$ cat src/rtl/dcs_bars.sv
// Colour-bar test-pattern source: DCS window header (2A/2B/2C) followed by W*H RGB565 pixels.
// Latency: first byte presented the cycle after start is sampled in IDLE; one byte per accepted get.
// Backpressure: pure pull source; byte held stable until get=1 while empty=0, never stalls mid-frame.
//
// Ports:
//   clock    system clock, all state on rising edge
//   reset_n  asynchronous active-low reset
//   start    frame request, only looked at in IDLE
//   dc       0 = command byte, 1 = parameter/pixel byte
//   data     current byte
//   get      consumer accepts the current byte this cycle
//   empty    no byte available (IDLE)
//   done     one-cycle pulse after the last byte of a frame is accepted
module dcs_bars #(
    parameter int W   = 240,
    parameter int H   = 240,
    parameter int BAR = 30
) (
    input  logic       clock,
    input  logic       reset_n,
    input  logic       start,
    output logic       dc,
    output logic [7:0] data,
    input  logic       get,
    output logic       empty,
    output logic       done
);

    typedef enum logic [1:0] {
        IDLE  = 2'd0,
        HEAD  = 2'd1,
        PIXEL = 2'd2
    } state_t;

    localparam logic [15:0] W_M1   = 16'(W - 1);
    localparam logic [15:0] H_M1   = 16'(H - 1);
    localparam logic [8:0]  X_LAST = 9'(W - 1);
    localparam logic [8:0]  Y_LAST = 9'(H - 1);

    state_t      state, state_nx;
    logic [3:0]  hidx, hidx_nx;
    logic [8:0]  x, x_nx;
    logic [8:0]  y, y_nx;
    logic        phase, phase_nx;   // 0 = high byte of pixel, 1 = low byte
    logic        done_nx;
    logic        accept;

    logic [31:0] bar_full;
    logic [2:0]  bar;
    logic [15:0] colour;

    // Bar index saturates at 7 so pixels past the eighth bar stay black.
    always_comb begin
        bar_full = 32'(x) / 32'(BAR);
        bar      = (bar_full > 32'd7) ? 3'd7 : bar_full[2:0];
        case (bar)
            3'd0:    colour = 16'hFFFF;
            3'd1:    colour = 16'hFFE0;
            3'd2:    colour = 16'h07FF;
            3'd3:    colour = 16'h07E0;
            3'd4:    colour = 16'hF81F;
            3'd5:    colour = 16'hF800;
            3'd6:    colour = 16'h001F;
            default: colour = 16'h0000;
        endcase
    end

    // Outputs decode registered state only; get/start never reach them.
    always_comb begin
        empty = (state == IDLE);
        dc    = 1'b0;
        data  = 8'h00;
        case (state)
            HEAD: begin
                dc = !(hidx == 4'd0 || hidx == 4'd5 || hidx == 4'd10);
                case (hidx)
                    4'd0:    data = 8'h2A;
                    4'd3:    data = W_M1[15:8];
                    4'd4:    data = W_M1[7:0];
                    4'd5:    data = 8'h2B;
                    4'd8:    data = H_M1[15:8];
                    4'd9:    data = H_M1[7:0];
                    4'd10:   data = 8'h2C;
                    default: data = 8'h00;
                endcase
            end
            PIXEL: begin
                dc   = 1'b1;
                data = phase ? colour[7:0] : colour[15:8];
            end
            default: ;
        endcase
    end

    assign accept = get && !empty;

    always_comb begin
        state_nx = state;
        hidx_nx  = hidx;
        x_nx     = x;
        y_nx     = y;
        phase_nx = phase;
        done_nx  = 1'b0;
        case (state)
            IDLE: begin
                if (start) begin
                    state_nx = HEAD;
                    hidx_nx  = 4'd0;
                end
            end
            HEAD: begin
                if (accept) begin
                    if (hidx == 4'd10) begin
                        state_nx = PIXEL;
                        x_nx     = 9'd0;
                        y_nx     = 9'd0;
                        phase_nx = 1'b0;
                    end else begin
                        hidx_nx = hidx + 4'd1;
                    end
                end
            end
            PIXEL: begin
                if (accept) begin
                    phase_nx = !phase;
                    // Counters only move once the low byte of a pixel is taken.
                    if (phase) begin
                        if (x == X_LAST) begin
                            x_nx = 9'd0;
                            if (y == Y_LAST) begin
                                y_nx     = 9'd0;
                                state_nx = IDLE;
                                done_nx  = 1'b1;
                            end else begin
                                y_nx = y + 9'd1;
                            end
                        end else begin
                            x_nx = x + 9'd1;
                        end
                    end
                end
            end
            default: state_nx = IDLE;
        endcase
    end

    always_ff @(posedge clock or negedge reset_n) begin
        if (!reset_n) begin
            state <= IDLE;
            hidx  <= 4'd0;
            x     <= 9'd0;
            y     <= 9'd0;
            phase <= 1'b0;
            done  <= 1'b0;
        end else begin
            state <= state_nx;
            hidx  <= hidx_nx;
            x     <= x_nx;
            y     <= y_nx;
            phase <= phase_nx;
            done  <= done_nx;
        end
    end

endmodule

$ cat config.mk
export PLATFORM = sky130hd
export DESIGN_NAME = dcs_bars
export DESIGN_NICKNAME = d
export VERILOG_FILES = /design/src/rtl/dcs_bars.sv
export SDC_FILE = /design/constraint.sdc
export NUM_CORES = 1
export LEC_CHECK = 0
export CAP_MARGIN = 25
export CORE_UTILIZATION = 50
export CTS_BUF_LIST = sky130_fd_sc_hd__clkbuf_4 sky130_fd_sc_hd__clkbuf_8
export DETAILED_ROUTE_END_ITERATION = 7
export MAX_ROUTING_LAYER = met4
export PLACE_DENSITY = 0.75
export REMOVE_ABC_BUFFERS = 1
export SYNTH_ARGS = -nofsm -noshare
export SYNTH_HDL_FRONTEND = slang
export SYNTH_SLANG_ARGS = --single-unit
$ cat constraint.sdc
create_clock -name clock -period 5.4 [get_ports clock]
set_input_delay 0.54 -clock clock [delete_from_list [all_inputs] [get_ports clock]]
set_output_delay 0.54 -clock clock [all_outputs]
set_load 0.1 [all_outputs]
# Word-level counts from Yosys, hierarchy flattened
# Index checks and enable logic that the tools add are counted.
[word_totals]
rom_bits = 0
ff_bits = 26
memories = 0
out_inout_bits = 11
latchBits = 0
elab_cells = 88
inputBits = 4
ram_bits = 0
[classes]
mux = 38
n_reduce_logical = 17
order_cmp = 1
n_shift = 0
n_bitwise = 0
n_mul = 0
n_addsub = 3
div = 1
eq_ne = 22
[ops]
columns = ["op", "n"]
rows = [
  ["16-bit one-hot mux with 7 select lines", 1],
  ["9-bit two-way mux", 9],
  ["9-bit one-hot mux with 2 select lines", 2],
  ["9-bit by 5-bit divider with 32-bit output (second input constant)", 1],
  ["32-bit by 3-bit > comparator with 1-bit output (second input constant)", 1],
  ["8-bit one-hot mux with 4 select lines", 1],
  ["9-bit by 1-bit adder with 9-bit output (second input constant)", 2],
  ["9-bit by 8-bit equality test with 1-bit output (second input constant)", 2],
  ["2-bit != test (second input constant)", 8],
  ["8-bit one-hot mux with 2 select lines", 1],
  ["2-bit two-way mux", 7],
  ["4-bit two-way mux", 3],
  ["3-bit equality test (second input constant)", 3],
  ["4-bit by 3-bit equality test with 1-bit output (second input constant)", 2],
  ["4-bit equality test (second input constant)", 2],
  ["1-bit two-way mux", 8],
  ["8-bit two-way mux", 1],
  ["4-bit one-hot mux with 2 select lines", 1],
  ["4-bit AND reduction", 2],
  ["7-bit AND reduction", 1],
  ["3-bit by 2-bit equality test with 1-bit output (second input constant)", 2],
  ["2-bit one-hot mux with 3 select lines", 1],
  ["6-bit AND reduction", 1],
  ["5-bit AND reduction", 1],
  ["other kinds (14)", 19],
]

# Longest topological paths before layout
# Gate-level depths: netlist (run 1).
[logic_depth]
word_depth = 7
ltp_mapped = 10
depth_no_buf = 9

# Least setup slack after synthesis (run 1)
# No wires, ideal clock.
[synth_timing]
path_type = "reg-to-output"
startpoint = "register x[4]"
endpoint = "output data[7]"
arrival_time_ns = 3.353
slack_ns = 1.507
n_path_buf = 3
stages_incl_launch_ff = 8
t_required_ns = 4.860
path_cell_list = "dfrtp_1 -> buf_4 -> clkbuf_1 -> maj3_1 -> a31oi_1 -> a21oi_1 -> o211ai_1 -> buf_4"
[synth_via]
elab_chain_cells = 7
word_cells_on_any_way = 13
cone_classes = "1 x div; 1 x order compare; 6 x eq/ne; 4 x mux; 1 x reduce/logical"
[synth_lines]
columns = ["item", "line_no", "source"]
rows = [
  ["start: declaration", "42", "logic [8:0] x, x_nx;"],
  ["start signal: assignment", "158", "x <= x_nx;"],
  ["9-bit by 5-bit divider with 32-bit output *", "54", "bar_full = 32'(x) / 32'(BAR);"],
  ["32-bit by 3-bit > comparator with 1-bit output", "55", "bar = (bar_full > 32'd7) ? 3'd7 : bar_full[2:0];"],
  ["3-bit two-way mux *", "55", ""],
  ["3-bit equality test, or another cell as far along", "56", "case (bar)"],
  ["16-bit one-hot mux with 7 select lines *", "56", ""],
  ["8-bit two-way mux *", "89", "data = phase ? colour[7:0] : colour[15:8];"],
  ["8-bit one-hot mux with 2 select lines *", "73", "case (state)"],
  ["end: declaration", "23", "output logic [7:0] data,"],
]
# Mark *: on every way between the ends. The rest lies on a longest branch, timed or not.

# Worst setup path in the final report (run 1)
[layout_timing]
startpoint = "register x[7]"
endpoint = "output data[6]"
# Same word-level chain as after synthesis.

==> flow_metrics.tcl, run 1 <==
set metrics [dict create \
    critPathMaxStageDelay_ns 1.17 \
    multi_input_comb_area_um2 1390 \
    postSynth.topFlopCell "sky130_fd_sc_hd__dfrtp_1" \
    final_max_slew_viol_count 0 \
    timing.hold.worst.start "y[8]" \
    final_cell_area_um2 2380 \
    post-dp-hpwl_um 3430 \
    dpl_worst_slack_ns 1.23 \
    rsz0062_at_grt "false" \
    grt_max_degree 27 \
    drc 0 \
    grt_antenna_before_repair 0 \
    routed_via_density 6.15 \
    routed_wirelength_um 4780 \
    number_of_top_level_pins 15 \
    floorplan.die_area_um2 4660 \
    synthCells 272 \
    critPathKind "register to output port" \
    arrival_ns 3.95 \
    cts.repair.resized 0 \
    gpl.final_weighted_congestion 0.921 \
    worst_hold_path_type "register to register" \
    maximum_fanout_along_the_worst_path 15 \
    first_global_vias 1770 \
    final_nets 291 \
    final_critical_path_setup_slack_ns 0.910 \
    sequentialPowerShare_pct 32.5 \
    totalPowerFinal_mw 0.905 \
    filler_cell_count 382 \
    detail_route.iter0.violations 224 \
    timing.clock.skew_ns 0.0122 \
    synth.avg_cell_area_um2 8.07 \
    clockPowerShare_pct 18.0 \
    layout-drive-gt1-share_pct 5.84 \
    vdd_ir_drop_max_mv 0.215 \
    synth_enable_flop_cells 0 \
    cts_setup_buffers 0 \
    area_growth_syn_to_layout_pct 8.38 \
    clk_path_buf_depth 2 \
    placeableCoreArea_um2 4120 \
    post-place-cells 320 \
    post_drt_wl_per_cell_um 14.8 \
    setup_viol 0 \
    synthDominantAreaCellType "sky130_fd_sc_hd__dfrtp_1" \
    synthTopCellsByArea "sky130_fd_sc_hd__dfrtp_1 30%, sky130_fd_sc_hd__ha_1 6.8%, sky130_fd_sc_hd__nand2_1 4.4%, sky130_fd_sc_hd__a21oi_1 4.1%, sky130_fd_sc_hd__o21ai_0 4.1%" \
    first_pass_iteration_count_of_the_detailed_router 4 \
    crit_path_start "x[7]" \
    fin_tns_setup_ns 0 \
    internal_power_mw 0.455 \
    area_after_detailed_placement_um2 2310 \
    synth.ff_latch_count 26 \
    dr_total_vias 1993 \
    floorplan.rows 23 \
    clkTransAtPathRegs_ns 0.10 \
    seqCellArea_um2 651 \
    async_reset_ff_share_pct 100 \
    synth_sequential_area_ratio_pct 29.6 \
    ctsRootBufferMaster "sky130_fd_sc_hd__clkbuf_8" \
    fin_util_pct 57.8 \
    hold_viol_final 0 \
    hold-worst-slack_ns 0.506 \
    power.switching_mw 0.450 \
    port_buffers 14 \
    power_leakage_nw 0.957 \
    worstPathRequired_ns 4.86 \
    cts_max_level 1 \
    period_minus_slack_ns 4.49 \
    outcome "completed" \
    startpoint_type "register" \
    slowest_stage "sky130_fd_sc_hd__clkdlybuf4s50_1" \
    yosys_warnings 0 \
    grt_first_pass_wirelength_um 8040 \
    die_ht_um 68.3 \
    slew_headroom_pct 30.8 \
    layoutNonFillerInstCount 324 \
    cts_hold_buf 0 \
    power.switching_fraction_pct 49.7 \
    antenna_violating_nets_post_route 0 \
    yosysUniqueCellTypes 56 \
    total_congestion_overflow 0 \
    drv.max_cap_violation_count 0 \
    timing.final.crit_share_pct 83.2 \
    antenna_cells 0 \
    initial_core_util_pct 53.3 \
    cts_buffers 3 \
    globalRouteTotalUtil_pct 23.5 \
    cts.sinks 26 \
    cellPowerDensity_nw_per_um2 380 \
    die-width_um 68.3 \
    clock_tree_from_tritoncts "yes" \
    post_synth_instance_area_um2 2190 \
    critical_path.cell_chain "nand3_1, clkinv_1, ha_1, nor2b_1, o21ai_1, nand2_1, a31o_2, a2111o_1, o211ai_1, clkdlybuf4s50_1" \
    clk-insertion-delay-late_ns 0.28 \
    rr_startpoint "state[0]" \
    share_comb_of_total_power_pct 49.6 \
    maxClockFrequency_mhz 223 \
    synth_commonest_cells "26 x sky130_fd_sc_hd__dfrtp_1, 26 x sky130_fd_sc_hd__nand2_1, 19 x sky130_fd_sc_hd__nor2_1" \
    timing_worst_slew_pin_value_ns 1.04 \
    cp_capture_type "output port" \
    post-synth-top-area-fraction_pct 29.6 \
]
## area by class of cell
type | instances | share of cell area [%]
clock buffers | 3 | 1.74
well taps | 50 | 2.63
repair buffers | 15 | 6.21
multi-input cells | 215 | 58.6
inverters | 14 | 2.21
clock inverters | 1 | 1.26
flip-flops and latches | 26 | 27.4
## path summary, 6_finish.rpt
| kind | endpoint | slack [ns] | depth (start not counted) |
|---|---|---|---|
| setup / recovery | data[6] | 0.91 | 10 |
| hold / removal | y[8] | 0.51 | 1 |
| setup reg to reg | y[6] | 2.30 | 7 |
| hold reg to reg | y[8] | 0.51 | 1 |
| max in group asynchronous | x[5] | 4.51 | 2 |
| min in group asynchronous | y[6] | 0.62 | 2 |
## sequential cells by signal, indices dropped and copies added (netlist names)
register / flops
done: 1
phase: 1
x: 9
state: 2
hidx: 4
y: 9
## cells by family after synthesis
family,after synthesis,synth area share [%]
flops,26,29.6
fa+ha+maj,13,7.30
mux,5,2.34
simple gates,99,23.3
compound gates,88,26.6
buf+inv,31,6.84
xor+xnor,10,3.99
## layout by cell type, fill, tap and decap left out, types with 2 or more instances in the layout
cell type                          n
sky130_fd_sc_hd__o21a_1            4
sky130_fd_sc_hd__a21o_1            3
sky130_fd_sc_hd__nand3_1          14
sky130_fd_sc_hd__and3b_1           2
sky130_fd_sc_hd__o21ai_1           8
sky130_fd_sc_hd__clkbuf_8          3
sky130_fd_sc_hd__a21oi_1          18
sky130_fd_sc_hd__nand2_1          26
sky130_fd_sc_hd__or3_1             3
sky130_fd_sc_hd__inv_1            13
sky130_fd_sc_hd__ha_1             12
sky130_fd_sc_hd__a31oi_1           5
sky130_fd_sc_hd__o21ai_0          18
sky130_fd_sc_hd__a31o_2            3
sky130_fd_sc_hd__o22ai_1           3
sky130_fd_sc_hd__o211ai_1          7
sky130_fd_sc_hd__nand3b_1          2
sky130_fd_sc_hd__a22o_1            2
sky130_fd_sc_hd__nor2b_1           4
sky130_fd_sc_hd__nor4_1            2
sky130_fd_sc_hd__mux2i_1           4
sky130_fd_sc_hd__nand4_1           7
sky130_fd_sc_hd__nand2b_1          4
sky130_fd_sc_hd__xor2_1            4
sky130_fd_sc_hd__xnor2_1           6
sky130_fd_sc_hd__o31ai_1           4
sky130_fd_sc_hd__and3_1            5
sky130_fd_sc_hd__clkdlybuf4s50_1  14
sky130_fd_sc_hd__or2_2             3
sky130_fd_sc_hd__nor2_1           19
sky130_fd_sc_hd__nor3_1            3
sky130_fd_sc_hd__dfrtp_1          26
## worst max-delay path, delay by kind of cell, from the launching register on
family | cells | cell delay [ns]
AO/OA/AOI/OAI | 4 | 1.09
adder cells (fa/ha/maj) | 1 | 0.24
buffers and inverters | 2 | 1.34
flip-flops | 1 | 0.60
AND/OR/NAND/NOR | 3 | 0.39
## power groups by stage
stage          sequential (mW)  combinational, mW  clock, mW
2_1_floorplan            0.275              0.359          0
3_3_place_gp             0.294              0.445          0
3_5_place_dp             0.295              0.445          0
4_1_cts                  0.291              0.448      0.167
5_1_grt                  0.304              0.480      0.171
6_report                 0.294              0.448      0.162
## metal layers
layer | up-vias | wire length [um] | track usage [%]
met2 | 46 | 2170 | 37.9
met4 | 0 | 75 | 8.33
li1 | 1000 | - | -
met3 | 7 | 203 | 1.50
met1 | 940 | 2330 | 31.1
met5 | - | 0 | -
Note: power is estimated with default switching activity, not from simulation.
==> run 2, diff against run 1 <==
- clock period: 5.4 -> 4.49 ns (I/O delays scaled with it)
==> flow_metrics.tcl, run 2 (same netlist as run 1, synthesis figures left out) <==
set metrics [dict create \
    worstPathRequired_ns 4.04 \
    post-place-cells 321 \
    outcome "completed" \
    dr_total_vias 1943 \
    worst_r2r_endpoint "y[2]" \
    cts_buffers 3 \
    layout.cells.most_common_list "26 x sky130_fd_sc_hd__nand2_1, 26 x sky130_fd_sc_hd__dfrtp_1, 19 x sky130_fd_sc_hd__nor2_1, 18 x sky130_fd_sc_hd__a21oi_1, 18 x sky130_fd_sc_hd__o21ai_0" \
    cts_max_level 1 \
    cts.sinks 26 \
    worstHoldPathCells 2 \
    drv.max_cap_violation_count 0 \
    rsz0062_at_grt "false" \
    drc 0 \
    reg_top3 "x x9, y x9, hidx x4" \
    timing.hold.worst.start "y[1]" \
    first_global_vias 1639 \
    die-width_um 68.3 \
    layoutNonFillerInstCount 325 \
    vdd_ir_drop_max_mv 0.230 \
    area_growth_syn_to_layout_pct 7.81 \
    critPathKind "register to output port" \
    rr_worst_depth 9 \
    clkTransAtPathRegs_ns 0.08 \
    clock_tree_from_tritoncts "yes" \
    first_pass_iteration_count_of_the_detailed_router 4 \
    grt_antenna_before_repair 0 \
    timing.clock.skew_ns 0.00794 \
    globalRouteTotalUtil_pct 21.6 \
    port_buffers 14 \
    ff_to_ff_setup_slack_ns 1.86 \
    floorplan.rows 23 \
    final_critical_path_setup_slack_ns 0.854 \
    clk-insertion-delay-late_ns 0.27 \
    initial_core_util_pct 53.3 \
    timing.final.crit_share_pct 81.0 \
    slew_headroom_pct 35.6 \
    die_ht_um 68.3 \
    final_max_slew_viol_count 0 \
    clk_path_buf_depth 2 \
    rr_startpoint "state[0]" \
    area_after_detailed_placement_um2 2290 \
    hold_viol_final 0 \
    placeableCoreArea_um2 4120 \
    startpoint_type "register" \
    dpl_worst_slack_ns 1.18 \
    total_congestion_overflow 0 \
    cts.repair.resized 0 \
    antenna_cells 0 \
    post-dp-hpwl_um 3380 \
    detail_route.iter0.violations 107 \
    worst_hold_path_type "register to register" \
    power_leakage_nw 0.968 \
    final_cell_area_um2 2370 \
    antenna_violating_nets_post_route 0 \
    cp_capture_type "output port" \
    floorplan.die_area_um2 4660 \
    routed_via_density 5.98 \
    min_to "y[1]" \
    setup_viol 0 \
    grt_first_pass_wirelength_um 7390 \
    period_minus_slack_ns 3.64 \
    gpl.final_weighted_congestion 0.925 \
    arrival_ns 3.19 \
    ctsRootBufferMaster "sky130_fd_sc_hd__clkbuf_8" \
    maximum_fanout_along_the_worst_path 15 \
    post_drt_wl_per_cell_um 14.1 \
    cts_hold_buf 0 \
    cellPowerDensity_nw_per_um2 453 \
    timing_worst_slew_pin_value_ns 0.962 \
    routed_wirelength_um 4570 \
    cts_setup_buffers 0 \
    number_of_top_level_pins 15 \
    maxClockFrequency_mhz 275 \
    grt_max_degree 27 \
    layout-drive-gt1-share_pct 9.09 \
    final_nets 292 \
]
run 2: cell count changes in the layout (fill, tap and decap cells not counted), sizes merged:
cell / before / now
buf: 1 / 10
clkdlybuf4s50: 14 / 6
run 2: layout make-up:
class / count / area (um^2)
Clock buffer: 3 / 41.3
Inverter: 14 / 52.6
Multi-Input combinational cell: 215 / 1390
Timing Repair Buffer: 16 / 135
Fill cell: 404 / 1750
Tap cell: 50 / 62.6
Sequential cell: 26 / 651
Clock inverter: 1 / 30.0
run 2: metrics by stage:
step | hold WS, ns | utilization [%] | total power, mW | setup TNS (ns)
floorplan | 0.153 | - | 0.762 | -0.195
global placement | 0.480 | 55.8 | 0.876 | 0
detailed placement | 0.484 | 55.8 | 0.877 | 0
CTS | 0.501 | 57.5 | 1.07 | 0
global route | 0.527 | 57.5 | 1.13 | 0
finish | 0.495 | 57.5 | 1.07 | 0
run 2: per-layer routing:
metal / GRT usage [%] / share of wire (%) / vias up
met5: - / 0 / -
met1: 29.0 / 52 / 906
met4: 8.33 / 1.6 / 0
met2: 33.3 / 44 / 27
met3: 2.33 / 2.5 / 7
li1: - / - / 1003
run 2: power by group:
group | internal (mW) | switching [mW] | total, mW
logic | 0.155 | 0.373 | 0.528
clock network | 0.119 | 0.0726 | 0.192
registers | 0.262 | 0.0896 | 0.352
run 2: worst max-delay path, cell delays in order (launching register included):
cell,delay [ns]
sky130_fd_sc_hd__dfrtp_1,0.54
sky130_fd_sc_hd__nand3_1,0.21
sky130_fd_sc_hd__clkinv_1,0.21
sky130_fd_sc_hd__ha_1,0.33
sky130_fd_sc_hd__nand2b_1,0.19
sky130_fd_sc_hd__a31oi_1,0.23
sky130_fd_sc_hd__o21ai_1,0.09
sky130_fd_sc_hd__or4_4,0.44
sky130_fd_sc_hd__a211oi_4,0.31
sky130_fd_sc_hd__o21ai_1,0.13
sky130_fd_sc_hd__buf_4,0.24
run 2: worst max path at each step:
| stage | start | end | slack [ns] |
|---|---|---|---|
| 4_1_cts | x[6] | data[2] | 0.87 |
| 2_1_floorplan | x[6] | data[6] | -0.1 |
| 5_1_grt | x[6] | data[4] | 0.62 |
| 6_report | x[6] | data[2] | 0.85 |
| 3_5_place_dp | x[6] | data[2] | 1.18 |
| 3_3_place_gp | x[5] | data[2] | 1.22 |
==> run 3, diff against run 2 <==
- PLACE_DENSITY: 0.75 -> 0.78
- clock period: 4.49 -> 3.1 ns (I/O delays scaled with it)
==> flow_metrics.tcl, run 3 (same netlist as run 1, synthesis figures left out) <==
set metrics [dict create \
    routed_via_density 6.30 \
    reg_top3 "x x9, y x9, hidx x4" \
    power_leakage_nw 1.08 \
    fin_util_pct 63.1 \
    clk_path_buf_depth 2 \
    grt_first_pass_wirelength_um 7800 \
    dpl_worst_slack_ns 0.371 \
    routed_wirelength_um 4980 \
    outcome "completed" \
    slew_headroom_pct 35.8 \
    layout-drive-gt1-share_pct 17.1 \
    clk-insertion-delay-late_ns 0.27 \
    cts.sinks 26 \
    maxClockFrequency_mhz 329 \
    globalRouteTotalUtil_pct 22.7 \
    number_of_top_level_pins 15 \
    arrival_ns 2.73 \
    totalPowerFinal_mw 1.77 \
    die-width_um 68.3 \
    layout.cells.most_common_list "26 x sky130_fd_sc_hd__nand2_1, 26 x sky130_fd_sc_hd__dfrtp_1, 19 x sky130_fd_sc_hd__nor2_1, 18 x sky130_fd_sc_hd__a21oi_1, 18 x sky130_fd_sc_hd__o21ai_0" \
    final_critical_path_setup_slack_ns 0.0609 \
    maximum_fanout_along_the_worst_path 14 \
    antenna_violating_nets_post_route 0 \
    grt_max_degree 27 \
    setup_viol 0 \
    post-place-cells 330 \
    drv.max_cap_violation_count 0 \
    ctsRootBufferMaster "sky130_fd_sc_hd__clkbuf_8" \
    cts_hold_buf 0 \
    grt_antenna_before_repair 0 \
    first_global_vias 1751 \
    timing.clock.skew_ns 0.00198 \
    floorplan.rows 23 \
    period_minus_slack_ns 3.04 \
    cp_capture_type "output port" \
    final_cell_area_um2 2590 \
    final_max_slew_viol_count 0 \
    cts_buffers 3 \
    timing.final.crit_share_pct 98.0 \
    detail_route.iter0.violations 188 \
    hold_viol_final 0 \
    gpl.final_weighted_congestion 0.892 \
    post_drt_wl_per_cell_um 14.8 \
    drc 0 \
    antenna_cells 0 \
    cellPowerDensity_nw_per_um2 682 \
    floorplan.die_area_um2 4660 \
    final_nets 303 \
    port_buffers 14 \
    critPathKind "register to output port" \
    layoutNonFillerInstCount 336 \
    initial_core_util_pct 53.3 \
    worstPathRequired_ns 2.79 \
    dr_total_vias 2117 \
    cts_max_level 1 \
    startpoint_type "register" \
    total_congestion_overflow 0 \
    first_pass_iteration_count_of_the_detailed_router 4 \
    clkTransAtPathRegs_ns 0.09 \
    die_ht_um 68.3 \
    clock_tree_from_tritoncts "yes" \
    worst_hold_path_type "input pin to asynchronous set/reset pin" \
    area_growth_syn_to_layout_pct 18.2 \
    hold-worst-slack_ns 0.398 \
    area_after_detailed_placement_um2 2460 \
    vdd_ir_drop_max_mv 0.371 \
    timing_worst_slew_pin_value_ns 0.960 \
    fin_tns_setup_ns 0 \
    post-dp-hpwl_um 3540 \
    placeableCoreArea_um2 4120 \
]
[run 3: worst paths after layout]
kind                         start      end  slack, ns  depth (start not counted)
setup / recovery              x[6]  data[6]       0.06                          9
hold / removal             reset_n     x[5]       0.40                          2
setup reg to reg           hidx[0]     y[2]       0.69                          9
hold reg to reg               y[8]     y[8]       0.49                          1
max in group asynchronous  reset_n  hidx[3]       2.44                          2
min in group clock            y[8]     y[8]       0.49                          1
[run 3: critical path: stages (launching register included)]
cell	delay (ns)
sky130_fd_sc_hd__dfrtp_1	0.40
sky130_fd_sc_hd__buf_4	0.13
sky130_fd_sc_hd__buf_4	0.18
sky130_fd_sc_hd__and4b_1	0.20
sky130_fd_sc_hd__o21ai_2	0.15
sky130_fd_sc_hd__nand2_1	0.12
sky130_fd_sc_hd__a31o_2	0.26
sky130_fd_sc_hd__a2111o_1	0.49
sky130_fd_sc_hd__o211ai_1	0.24
sky130_fd_sc_hd__clkbuf_16	0.29
[run 3: timing repair]
| item | CTS | global route |
|---|---|---|
| setup endpoints to repair | 0 | 7 |
| setup buffers | 0 | 2 |
| resized for setup | 0 | 12 |
[run 3: layout make-up]
class | count | area [um^2]
tap | 50 | 62.6
clock buffer | 3 | 41.3
multi-input combinational | 215 | 1440
fill | 333 | 1520
sequential | 26 | 651
inverter | 14 | 52.6
timing repair buffer | 27 | 318
clock inverter | 1 | 30.0
[run 3: report_power, final]
group	total, mW	leakage (nW)	internal (mW)	switching, mW
Sequential	0.466	0.336	0.381	0.0854
Clock	0.283	0.0357	0.173	0.110
Combinational	1.02	0.706	0.381	0.641
Total	1.77	1.08	0.934	0.837
[run 3: layer usage]
layer	share of wire, %	global-route usage (%)
met4	1.3	7.55
met1	48	30.3
met5	0	-
met2	47	35.3
met3	3.9	3.17
